**src/rtl/decode_queue.sv**
```systemverilog
// Fetch-to-decode instruction buffer: a small circular FIFO of {pc, instr, imm, imm_type}.
// The immediate is decoded once on the write path and stored with the entry.
module decode_queue #(
  parameter int DEPTH = 2,
  parameter int XLEN  = 32
) (
  input  logic                       clk,
  input  logic                       rst,
  input  logic                       flush_i,
  input  logic                       in_valid,
  output logic                       in_ready,
  input  logic [XLEN-1:0]            in_pc,
  input  logic [31:0]                in_instr,
  output logic                       out_valid,
  input  logic                       out_ready,
  output logic [XLEN-1:0]            out_pc,
  output logic [31:0]                out_instr,
  output logic [XLEN-1:0]            out_imm,
  output logic [2:0]                 out_imm_type,
  output logic [$clog2(DEPTH):0]     count_o
);
  localparam int PW = $clog2(DEPTH);
  localparam int CW = PW + 1;

  // Handshake: a beat transfers on a rising edge when valid and ready are both
  // high; ready never depends on the other side's valid/ready in the same cycle.

  logic [PW-1:0]   rd_ptr;
  logic [PW-1:0]   wr_ptr;
  logic [CW-1:0]   count;
  logic            push;
  logic            pop;

  logic [XLEN-1:0] mem_pc    [DEPTH];
  logic [31:0]     mem_instr [DEPTH];
  logic [XLEN-1:0] mem_imm   [DEPTH];
  logic [2:0]      mem_type  [DEPTH];

  logic [31:0]     imm32;
  logic [2:0]      imm_type;
  logic [XLEN-1:0] wr_imm;

  always_comb begin
    imm32    = '0;
    imm_type = 3'd0;
    case (in_instr[6:0])
      7'h03, 7'h13, 7'h67: begin
        imm32    = {{20{in_instr[31]}}, in_instr[31:20]};
        imm_type = 3'd1;
      end
      7'h23: begin
        imm32    = {{20{in_instr[31]}}, in_instr[31:25], in_instr[11:7]};
        imm_type = 3'd2;
      end
      7'h63: begin
        imm32    = {{19{in_instr[31]}}, in_instr[31], in_instr[7],
                    in_instr[30:25], in_instr[11:8], 1'b0};
        imm_type = 3'd3;
      end
      7'h37, 7'h17: begin
        imm32    = {in_instr[31:12], 12'b0};
        imm_type = 3'd4;
      end
      7'h6F: begin
        imm32    = {{11{in_instr[31]}}, in_instr[31], in_instr[19:12],
                    in_instr[20], in_instr[30:21], 1'b0};
        imm_type = 3'd5;
      end
      default: begin
        imm32    = '0;
        imm_type = 3'd0;
      end
    endcase
  end

  // Sign-extend the 32-bit immediate to XLEN (XLEN >= 32).
  assign wr_imm = {{(XLEN-31){imm32[31]}}, imm32[30:0]};

  assign in_ready  = (count < CW'(DEPTH));
  assign out_valid = (count != '0);
  assign push      = in_valid & in_ready & ~flush_i;
  assign pop       = out_valid & out_ready & ~flush_i;
  assign count_o   = count;

  always_ff @(posedge clk or posedge rst) begin
    if (rst) begin
      rd_ptr <= '0;
      wr_ptr <= '0;
      count  <= '0;
    end else if (flush_i) begin
      rd_ptr <= '0;
      wr_ptr <= '0;
      count  <= '0;
    end else begin
      if (push) wr_ptr <= wr_ptr + PW'(1);
      if (pop)  rd_ptr <= rd_ptr + PW'(1);
      case ({push, pop})
        2'b10:   count <= count + CW'(1);
        2'b01:   count <= count - CW'(1);
        default: count <= count;
      endcase
    end
  end

  // Storage has no reset; entries are only visible while counted.
  always_ff @(posedge clk) begin
    if (push) begin
      mem_pc[wr_ptr]    <= in_pc;
      mem_instr[wr_ptr] <= in_instr;
      mem_imm[wr_ptr]   <= wr_imm;
      mem_type[wr_ptr]  <= imm_type;
    end
  end

  assign out_pc       = out_valid ? mem_pc[rd_ptr]    : '0;
  assign out_instr    = out_valid ? mem_instr[rd_ptr] : '0;
  assign out_imm      = out_valid ? mem_imm[rd_ptr]   : '0;
  assign out_imm_type = out_valid ? mem_type[rd_ptr]  : 3'd0;

endmodule

```
**config.mk**
```make
export PLATFORM = sky130hd
export DESIGN_NAME = decode_queue
export DESIGN_NICKNAME = d
export VERILOG_FILES = /design/src/rtl/decode_queue.sv
export SDC_FILE = /design/constraint.sdc
export NUM_CORES = 1
export LEC_CHECK = 0
export ABC_AREA = 1
export ABC_CLOCK_PERIOD_IN_PS = 10500
export BUFFER_PORTS_ARGS = -buffer_cell sky130_fd_sc_hd__clkbuf_2
export CAP_MARGIN = 20
export CORE_MARGIN = 2
export CORE_UTILIZATION = 59
export DETAILED_ROUTE_END_ITERATION = 8
export PLACE_DENSITY = 0.85
export SLEW_MARGIN = 10
export SYNTH_ARGS = -nofsm -noshare
export SYNTH_HDL_FRONTEND = slang
export SYNTH_SLANG_ARGS = --single-unit
```
**constraint.sdc**
```tcl
create_clock -name clk -period 10.5 [get_ports clk]
set_input_delay 1.575 -clock clk [delete_from_list [all_inputs] [get_ports clk]]
set_output_delay 1.575 -clock clk [all_outputs]
set_load 0.02 [all_outputs]
```
# Word-level counts from Yosys, hierarchy flattened

Memories as Yosys holds them, arrays and structs flattened.
Cells that the tools add are included.
Widths: inputs -> output; s select.

Add/subtract/negate cells: 4
Multipliers: 0
Divide/modulo/power cells: 0
Order comparisons: 1
Equal/unequal tests: 10
Shift-type cells: 0
Multiplexer cells: 14
Bitwise gates (word level): 5
Reduce and logical (&&, ||, !) cells: 6

Operator list:

| operator            | number |
|---|---|
| $pmux 32 s5         | 1 |
| $mux 32             | 3 |
| $eq 7x7->1 const B  | 3 |
| $pmux 3 s5          | 1 |
| $eq 7x5->1 const B  | 2 |
| $eq 7x6->1 const B  | 2 |
| $eq 7x2->1 const B  | 1 |
| $mux 1              | 6 |
| $reduce_bool 2->1   | 3 |
| $and 1x1->1         | 4 |
| $pmux 2 s2          | 1 |
| $mux 3              | 1 |
| $reduce_bool 3->1   | 1 |
| $reduce_or 3->1     | 1 |
| $add 1x1->1 const B | 2 |
| $add 2x1->2 const B | 1 |
| $eq 2x1->1 const B  | 1 |
| $eq 2x2->1 const B  | 1 |
| $lt 2x2->1 const B  | 1 |
| $mux 2              | 1 |
| $reduce_or 2->1     | 1 |
| $sub 2x1->2 const B | 1 |
| $not 1->1           | 1 |

Flip-flop bits (word level): 4
Bits in latches: 0
Memory bits (writable): 198
Bits in read-only memories: 0
Input port bits: 69
Output and inout bits: 103
Logic and storage cells: 47
Memories kept: 4

Memories:

| memory    | depth | bits a word | rd ports | clocked after Yosys merged registers in | write ports | RTL line | text |
|---|---|---|---|---|---|---|---|
| mem_imm   | 2     | 32          | 1        | 0                                       | 1           | 36       | `logic [XLEN-1:0] mem_imm [DEPTH];` |
| mem_instr | 2     | 32          | 1        | 0                                       | 1           | 35       | `logic [31:0] mem_instr [DEPTH];` |
| mem_pc    | 2     | 32          | 1        | 0                                       | 1           | 34       | `logic [XLEN-1:0] mem_pc [DEPTH];` |
| mem_type  | 2     | 3           | 1        | 0                                       | 1           | 37       | `logic [2:0] mem_type [DEPTH];` |

# Longest topological paths before layout

Gate-level depths: netlist of run 1.

Word-level depth: 6
Gate-level depth with buffers: 8
Mapped depth without buffers: 8

# Worst setup path after synthesis of run 1

No wires, ideal clock.

Kind: input port to flip-flop
Start point: input port in_valid
End point: memory mem_imm[0][0], enable pin
Setup time: 0.559 ns
Arrival: 5.919 ns
Data required time: 9.941 ns
Setup slack: 4.022 ns
Stages on the path: 4
Path buffers: 0
Cell sequence: nand2_1 -> inv_1 -> nand2_1 -> nor2_1

Cells in the longest elaborated chain, start to end: 4

Ends and longest elaborated chain:

| what                         | RTL line | text |
|---|---|---|
| start, declared              | 10       | `input logic in_valid,` |
| $and 1x1->1 (2 in series)    | 81       | `assign push = in_valid & in_ready & ~flush_i;` |
| $mux 1                       | 107      | `if (push) begin` |
| $mux 1 (implied by the code) | 110      | `mem_imm[wr_ptr] <= wr_imm;` |
| end, declared                | 36       |  |

Every way passes these cells.

# Worst setup path after layout of run 1

Start point: register rd_ptr
End point: output port out_imm[13]

Cells in the longest elaborated chain, start to end: 2

Ends and longest elaborated chain:

| what                   | RTL line | text |
|---|---|---|
| start, declared        | 28       | `logic [PW-1:0] rd_ptr;` |
| start signal, assigned | 96       | `if (pop) rd_ptr <= rd_ptr + PW'(1);` |
| $mem_v2 2x32           | --       |  |
| $mux 32                | 117      | `assign out_imm = out_valid ? mem_imm[rd_ptr] : '0;` |
| end, declared          | 18       | `output logic [XLEN-1:0] out_imm,` |

Every way passes these cells.

==> results of run 1 <==
## worst min-delay path by stage
| stage | startpoint | to | slack, ns | cells after the start |
|---|---|---|---|---|
| 2_1_floorplan | wr_ptr | wr_ptr | 0.52 | 2 |
| 3_3_place_gp | count_o[0] | count_o[0] | 0.59 | 2 |
| 3_5_place_dp | count_o[0] | count_o[0] | 0.60 | 2 |
| 4_1_cts | count_o[0] | count_o[0] | 0.61 | 2 |
| 5_1_grt | count_o[1] | count_o[1] | 0.66 | 2 |
| 6_report | count_o[0] | count_o[0] | 0.61 | 2 |
## cell families (layout without fill, tap and decap cells)
family / Yosys count / count (layout) / synth area share (%)
AO/OA/AOI/OAI: 111 / 111 / 6.74
buffers and inverters: 68 / 248 / 3.75
flip-flops: 202 / 202 / 73.0
AND/OR/NAND/NOR: 315 / 315 / 16.5
## layout make-up
class | count | area share [%]
flip-flops and latches | 202 | 61.0
multi-input cells | 426 | 19.7
clock buffers | 23 | 5.37
repair buffers | 178 | 9.16
well taps | 180 | 2.27
clock inverters | 13 | 1.24
inverters | 34 | 1.30
## power groups by stage
stage | Sequential [mW] | Combinational (mW) | Clock, mW
floorplan | 0.965 | 0.255 | 0
global placement | 0.967 | 0.379 | 0
detailed placement | 0.969 | 0.383 | 0
CTS | 0.952 | 0.384 | 0.709
global route | 0.955 | 0.416 | 0.742
finish | 0.952 | 0.381 | 0.700
## registers in the layout, indices dropped and copies added, names as in the netlist
name	cells
count_o	2
mem_imm	64
mem_instr	64
mem_pc	64
mem_type	6
rd_ptr	1
wr_ptr	1
## synthesized netlist by cell type (all sizes together)
master / instances / area (um^2)
inv: 34 / 128
nor2: 19 / 119
nand3: 17 / 95.1
o21ai: 8 / 40.0
nand2: 278 / 1150
buf: 25 / 149
dfrtp: 4 / 100
edfxtp: 198 / 5950
nand3b: 1 / 7.51
a21oi: 102 / 510
clkbuf: 9 / 33.8
o21bai: 1 / 7.51
## stage by stage
| step | power [mW] | instances | area, um^2 | hold WS [ns] |
|---|---|---|---|---|
| after floorplan | 1.22 | 696 | 8280 | 0.521 |
| after global placement | 1.35 | 1020 | 9260 | 0.587 |
| after detailed placement | 1.35 | 1020 | 9260 | 0.599 |
| after CTS | 2.04 | 1056 | 9920 | 0.613 |
| after global routing | 2.11 | 1056 | 9920 | 0.658 |
| final | 2.03 | 1056 | 9920 | 0.609 |
## per-layer routing
metal / vias up / wire (um) / track usage [%]
met5: - / 0 / 0
met4: 0 / 382 / 6.97
met3: 35 / 1410 / 5.20
met2: 243 / 8360 / 37.5
met1: 2682 / 6920 / 30.3
li1: 2710 / - / -
## critical path, stage by stage, from the launching register on
cell	delay, ns
sky130_fd_sc_hd__dfrtp_4	0.68
sky130_fd_sc_hd__clkinv_2	0.29
sky130_fd_sc_hd__buf_4	0.75
sky130_fd_sc_hd__nand2_1	0.13
sky130_fd_sc_hd__a21oi_1	0.26
sky130_fd_sc_hd__clkbuf_2	0.22
==> out/results.ini, run 1 <==
[cts]
cts_resized=0
cts_buffer_depth=3
cts_tree=done
cts-buffers-inserted=21
cts_hold_buffers=0
clkSlewWorstSetupHoldPaths_ns=0.06
cts-htree-levels=1
postCtsSetupBuffers=0
cts.sinks=202
clockRootBuffer=sky130_fd_sc_hd__clkbuf_16
insertion_delay_ns=0.48

[sta]
postLayoutSetupSlackWorst_ns=6.07
timing.max_slew.rel_slack_pct=26.7
worst_pin_slew_ns=1.10
layout_min_cycle_time_ns=4.43
number_of_slew_limit_violations_in_the_final_report=0
report.final.setup_viol=0
worst_clock_skew_ns=0.0133
final.period_utilization_pct=42.2
fmax_mhz=226
finalHoldViolations=0
setup_tns_ns=0
grt_setup_unrepaired=false

[place]
buffer_ports.inserted=171
post-dp-hpwl_um=10700
place.gp.congestion=0.811
place_worst_setup_slack_ns=6.58

[pwr]
power_per_standard_cell_area_nw_per_um2=205
irDropWorstVdd_v=0.000169
sequentialPowerShare_pct=46.8
swShare_pct=28.7
netSwitchingPower_mw=0.584
power.internal_mw=1.45
clock_power_share_pct=34.4
static-leakage-power_nw=4.14
power.combinational.fraction_pct=18.8

[global_route]
overall_global_routing_usage_pct=22.7
overflow=0
grt_first_pass_wirelength_um=26200
initial_antenna_violation_count=0
maximum_number_of_pins_on_one_net_before_global_route_repair=102
vias_in_the_first_global_route=5367

[critical_path]
worst_setup_path_endpoint=out_imm[13]
worst-endpoint-arrival_ns=2.85
timing.rr.start=count_o[1]
worst-r2r-setup-slack_ns=7.86
setup.worst_path.start=rd_ptr
r2r.worst_path.cells=7
criticalPathCategory=flip-flop to output pin
crit_path_max_fanout=81
critical_path.endpoint_type=output pin
required_time_reported_for_the_critical_path_endpoint_ns=8.93
worst_setup_path_start_kind=flip-flop
r2r_end=mem_imm[1][19]

[cells_and_area]
layout_common_cells=sky130_fd_sc_hd__nand2_1, sky130_fd_sc_hd__edfxtp_1, sky130_fd_sc_hd__clkbuf_2
seqCellArea_um2=6050
multi_input_comb_area_um2=1950
mostFrequentLayoutCell=sky130_fd_sc_hd__nand2_1
design.final.nets=932
drive_gt1_share_pct=27.4
final_util_pct=72.0
layout.filler_cells=918
n_antenna_cell=0
area.growth.synth_to_final_pct=19.7

[die]
fp.coreArea_um2=13800
fp-row-count=43
number_of_top_level_pins=172
die_area_um2=15000
die_width_um=122
fp.dieH_um=122
initial_utilization_pct=60.1

[synthesis]
netlist-cell-type-count=22
ys_ff_latch=202
synth_warnings=0
syn-instance-count=696
ys_seq_area_share_pct=73.0
synthesis.area_per_instance_um2=11.9
syn-cell-area_um2=8280
post_synthesis_net_count=765

[detailed_routing]
first_pass_iters=7
wire_per_inst_um=16.2
drt_first_iter_violations=490
detail_route.drc_violations=0
vias_per_std_cell=5.37
detail-route-antenna-nets=0
drt_wl_total_um=17100
total_via_count_after_detailed_routing=5670

[run_status]
run_status=finished, final reports clean

[hold_path]
hold_path.class=flip-flop to flip-flop

[flow_run]
maxCapViolations=0

No activity file was read; power rests on OpenSTA's default activity.
==> inputs of run 2 (changes only) <==
ABC_AREA = 0   (was 1)
ABC_CLOCK_PERIOD_IN_PS = 3600   (was 10500)
CORE_UTILIZATION = 49   (was 59)
PLACE_DENSITY = 0.76   (was 0.85)
clock period = 3.6 ns   (was 10.5 ns; I/O delays follow)
==> run 2 against run 1 <==
Against the previous run:
- clock skew is essentially flat
- die area grew 17%
- register-to-register slack lost 6.4 ns
- design area grew 0.14%
- cell count shrank 13%
- global-route usage shrank 4.4 points
- highest routed layer unchanged
==> out/results.ini, run 2 <==
[run_status]
run_status=finished, final reports clean

[die]
fp.dieH_um=132  ; +8.1%
fp.coreArea_um2=16000  ; +16%
initial_utilization_pct=50.5  ; -9.6 points
number_of_top_level_pins=172  ; unchanged
die_width_um=132  ; +8.1%
fp-row-count=46  ; +7.0%
die_area_um2=17500  ; +17%

[cts]
cts-htree-levels=1  ; unchanged
cts_tree=done
insertion_delay_ns=0.49  ; about the same
cts_buffer_depth=3  ; unchanged
clockRootBuffer=sky130_fd_sc_hd__clkbuf_16
cts.sinks=202  ; unchanged
clkSlewWorstSetupHoldPaths_ns=0.06  ; about the same
cts_resized=0  ; unchanged
cts-buffers-inserted=21  ; unchanged

[cells_and_area]
mostFrequentLayoutCell=sky130_fd_sc_hd__edfxtp_1
layout.cell_area.non_filler_um2=9930  ; +0.14%
n_antenna_cell=0  ; unchanged
layout_common_cells=sky130_fd_sc_hd__edfxtp_1, sky130_fd_sc_hd__clkbuf_2, sky130_fd_sc_hd__nor2_1
drive_gt1_share_pct=31.2  ; +3.8 points
area.growth.synth_to_final_pct=22.9
design.final.nets=758  ; -19%
layout_top_registers=mem_imm (64), mem_instr (64), mem_pc (64)

[synthesis]
ys_ff_latch=202  ; unchanged
postSynth.asyncResetShare_pct=1.98  ; unchanged
synth_largest_type_area_fraction_pct=73.6  ; +1.8 points
netlist.top_cell.by_area=sky130_fd_sc_hd__edfxtp_1
syn-instance-count=510  ; -27%
synth_most_common_cell=sky130_fd_sc_hd__edfxtp_1
synth_warnings=0  ; unchanged
netlist-cell-type-count=35  ; +59%
synth_top_cells_by_area=sky130_fd_sc_hd__edfxtp_1, sky130_fd_sc_hd__mux2i_1, sky130_fd_sc_hd__nor2_1, sky130_fd_sc_hd__a21o_1, sky130_fd_sc_hd__dfrtp_1
syn-cell-area_um2=8080  ; -2.5%
synth-main-ff-cell=sky130_fd_sc_hd__edfxtp_1
post_synthesis_net_count=579  ; -24%
synth_enable_flop_cells=198  ; unchanged
netlist_top_cells_count=sky130_fd_sc_hd__edfxtp_1, sky130_fd_sc_hd__nor2_1, sky130_fd_sc_hd__mux2i_1, sky130_fd_sc_hd__a21o_1, sky130_fd_sc_hd__buf_2
synthesis.area_per_instance_um2=15.8  ; +33%
ys_seq_area_share_pct=74.8  ; +1.8 points

[place]
placed_cell_area_um2=9270  ; about the same
place_worst_setup_slack_ns=1.29  ; -5.29 ns
buffer_ports.inserted=171  ; unchanged
place.gp.congestion=0.788  ; -2.8%
post-dp-hpwl_um=10700  ; +0.81%

[pwr]
power_per_standard_cell_area_nw_per_um2=542  ; +160%
static-leakage-power_nw=3.89  ; -6.1%
irDropWorstVdd_v=0.000380  ; +130%

[global_route]
grt_first_pass_wirelength_um=25500  ; -2.6%
vias_in_the_first_global_route=4957  ; -7.6%
maximum_number_of_pins_on_one_net_before_global_route_repair=88  ; -14%
initial_antenna_violation_count=0  ; unchanged
overflow=0  ; unchanged
overall_global_routing_usage_pct=18.3  ; -4.4 points

[detailed_routing]
total_via_count_after_detailed_routing=4820  ; -15%
detail_route.drc_violations=0  ; unchanged
drt_first_iter_violations=289  ; -41%
detail-route-antenna-nets=0  ; unchanged
drt_wl_total_um=16600  ; -2.5%
vias_per_std_cell=5.24  ; -2.3%
first_pass_iters=5  ; -2
wire_per_inst_um=18.1  ; +12%

[critical_path]
worst-endpoint-arrival_ns=2.24  ; -0.61 ns
crit_path_max_fanout=43  ; -47%
r2r.worst_path.cells=4  ; -3
cp_cell_sequence=buf_12, mux2i_1, nor2_1, clkbuf_2
worst-r2r-setup-slack_ns=1.43  ; -6.43 ns
critical_path.endpoint_type=output pin
criticalPathCategory=flip-flop to output pin
worst_path_dominant_cell_family=flip-flops
critPathBufInv=2  ; -1
required_time_reported_for_the_critical_path_endpoint_ns=3.06  ; -5.87 ns
worst_setup_path_start_kind=flip-flop
r2r_end=mem_imm[1][23]
slowest_delay_ns=0.74  ; about the same
timing.rr.start=count_o[1]
slowest_cell_on_the_critical_path=sky130_fd_sc_hd__dfrtp_4

[sta]
finalHoldViolations=0  ; unchanged
grt_setup_unrepaired=false
worst_clock_skew_ns=0.0136  ; +0.000295 ns
timing.hold.ws_ns=0.235  ; -0.374 ns
layout_min_cycle_time_ns=2.78
fmax_mhz=359
worst_pin_slew_ns=0.971  ; -0.129 ns
report.final.setup_viol=0  ; unchanged
timing.max_slew.rel_slack_pct=35.0  ; +8.4 points
final.period_utilization_pct=77.3
number_of_slew_limit_violations_in_the_final_report=0  ; unchanged
postLayoutSetupSlackWorst_ns=0.817  ; -5.26 ns

[flow_run]
maxCapViolations=0  ; unchanged

[hold_path]
worst_hold_path.num_cells=1  ; -1
timing.hold.worst_endpoint=mem_pc[0][14]
worst_hold_startpoint=in_pc[14]
hold_path.class=input pin to flip-flop

## run 2: logic make-up after synthesis
| family | after synthesis | share of synthesized area, % |
|---|---|---|
| flip-flops | 202 | 74.8 |
| AND/OR/NAND/NOR | 139 | 7.43 |
| multiplexers | 100 | 12.4 |
| AO/OA/AOI/OAI | 37 | 3.41 |
| buffers and inverters | 30 | 1.73 |
| XOR/XNOR | 2 | 0.217 |
## run 2: final cells by class
cell class                 count  area [um^2]
clock buffer                  24          537
clock inverter                13          119
fill                        1243         6070
inverter                       6         25.0
multi-input combinational    278         1930
sequential                   202         6050
tap                          216          270
timing repair buffer         180         1000
## run 2: worst register-to-register path, delay by kind of cell, from the launching register on
kind | cells | cell delay, ns
simple gates | 2 | 0.70
flops | 1 | 0.47
buf+inv | 2 | 0.56
## run 2: metrics by stage
stage	power (mW)	TNS [ns]	std cells	util [%]
after detailed placement	3.39	0	881	57.9
final	5.38	0	919	62.1
after floorplan	3.15	-7.40	510	-
after global placement	3.37	0	881	57.9
after CTS	5.44	0	919	62.1
after global routing	5.57	0	919	62.1
## run 2: timing repair
item | CTS | global route
buffers inserted | 0 | 0
hold buffers | 1 | 0
hold endpoints to repair | 4 | 0
## run 2: worst max-delay path by stage
stage / start / to / slack, ns / cells past startpoint
after global placement: in_valid / mem_imm[1][29] / 1.33 / 4
final: rd_ptr / out_imm[20] / 0.82 / 4
after CTS: rd_ptr / out_imm[20] / 0.81 / 4
after global routing: rd_ptr / out_imm[20] / 0.71 / 4
after detailed placement: in_valid / mem_instr[1][25] / 1.29 / 4
after floorplan: count_o[1] / mem_imm[1][0] / -0.07 / 3
## run 2: power by group
part / leakage (nW) / total (mW) / switching (mW) / internal, mW
sequential: 1.94 / 2.72 / 0.0381 / 2.68
combinational: 1.63 / 0.615 / 0.399 / 0.215
clock: 0.325 / 2.05 / 0.834 / 1.22
## run 2: metal layers
metal	track usage, %	wire [um]	up-vias
met5	0	0	-
met4	5.50	341	0
met3	4.06	1220	25
met2	31.8	8300	188
met1	23.1	6770	2354
li1	-	-	2253
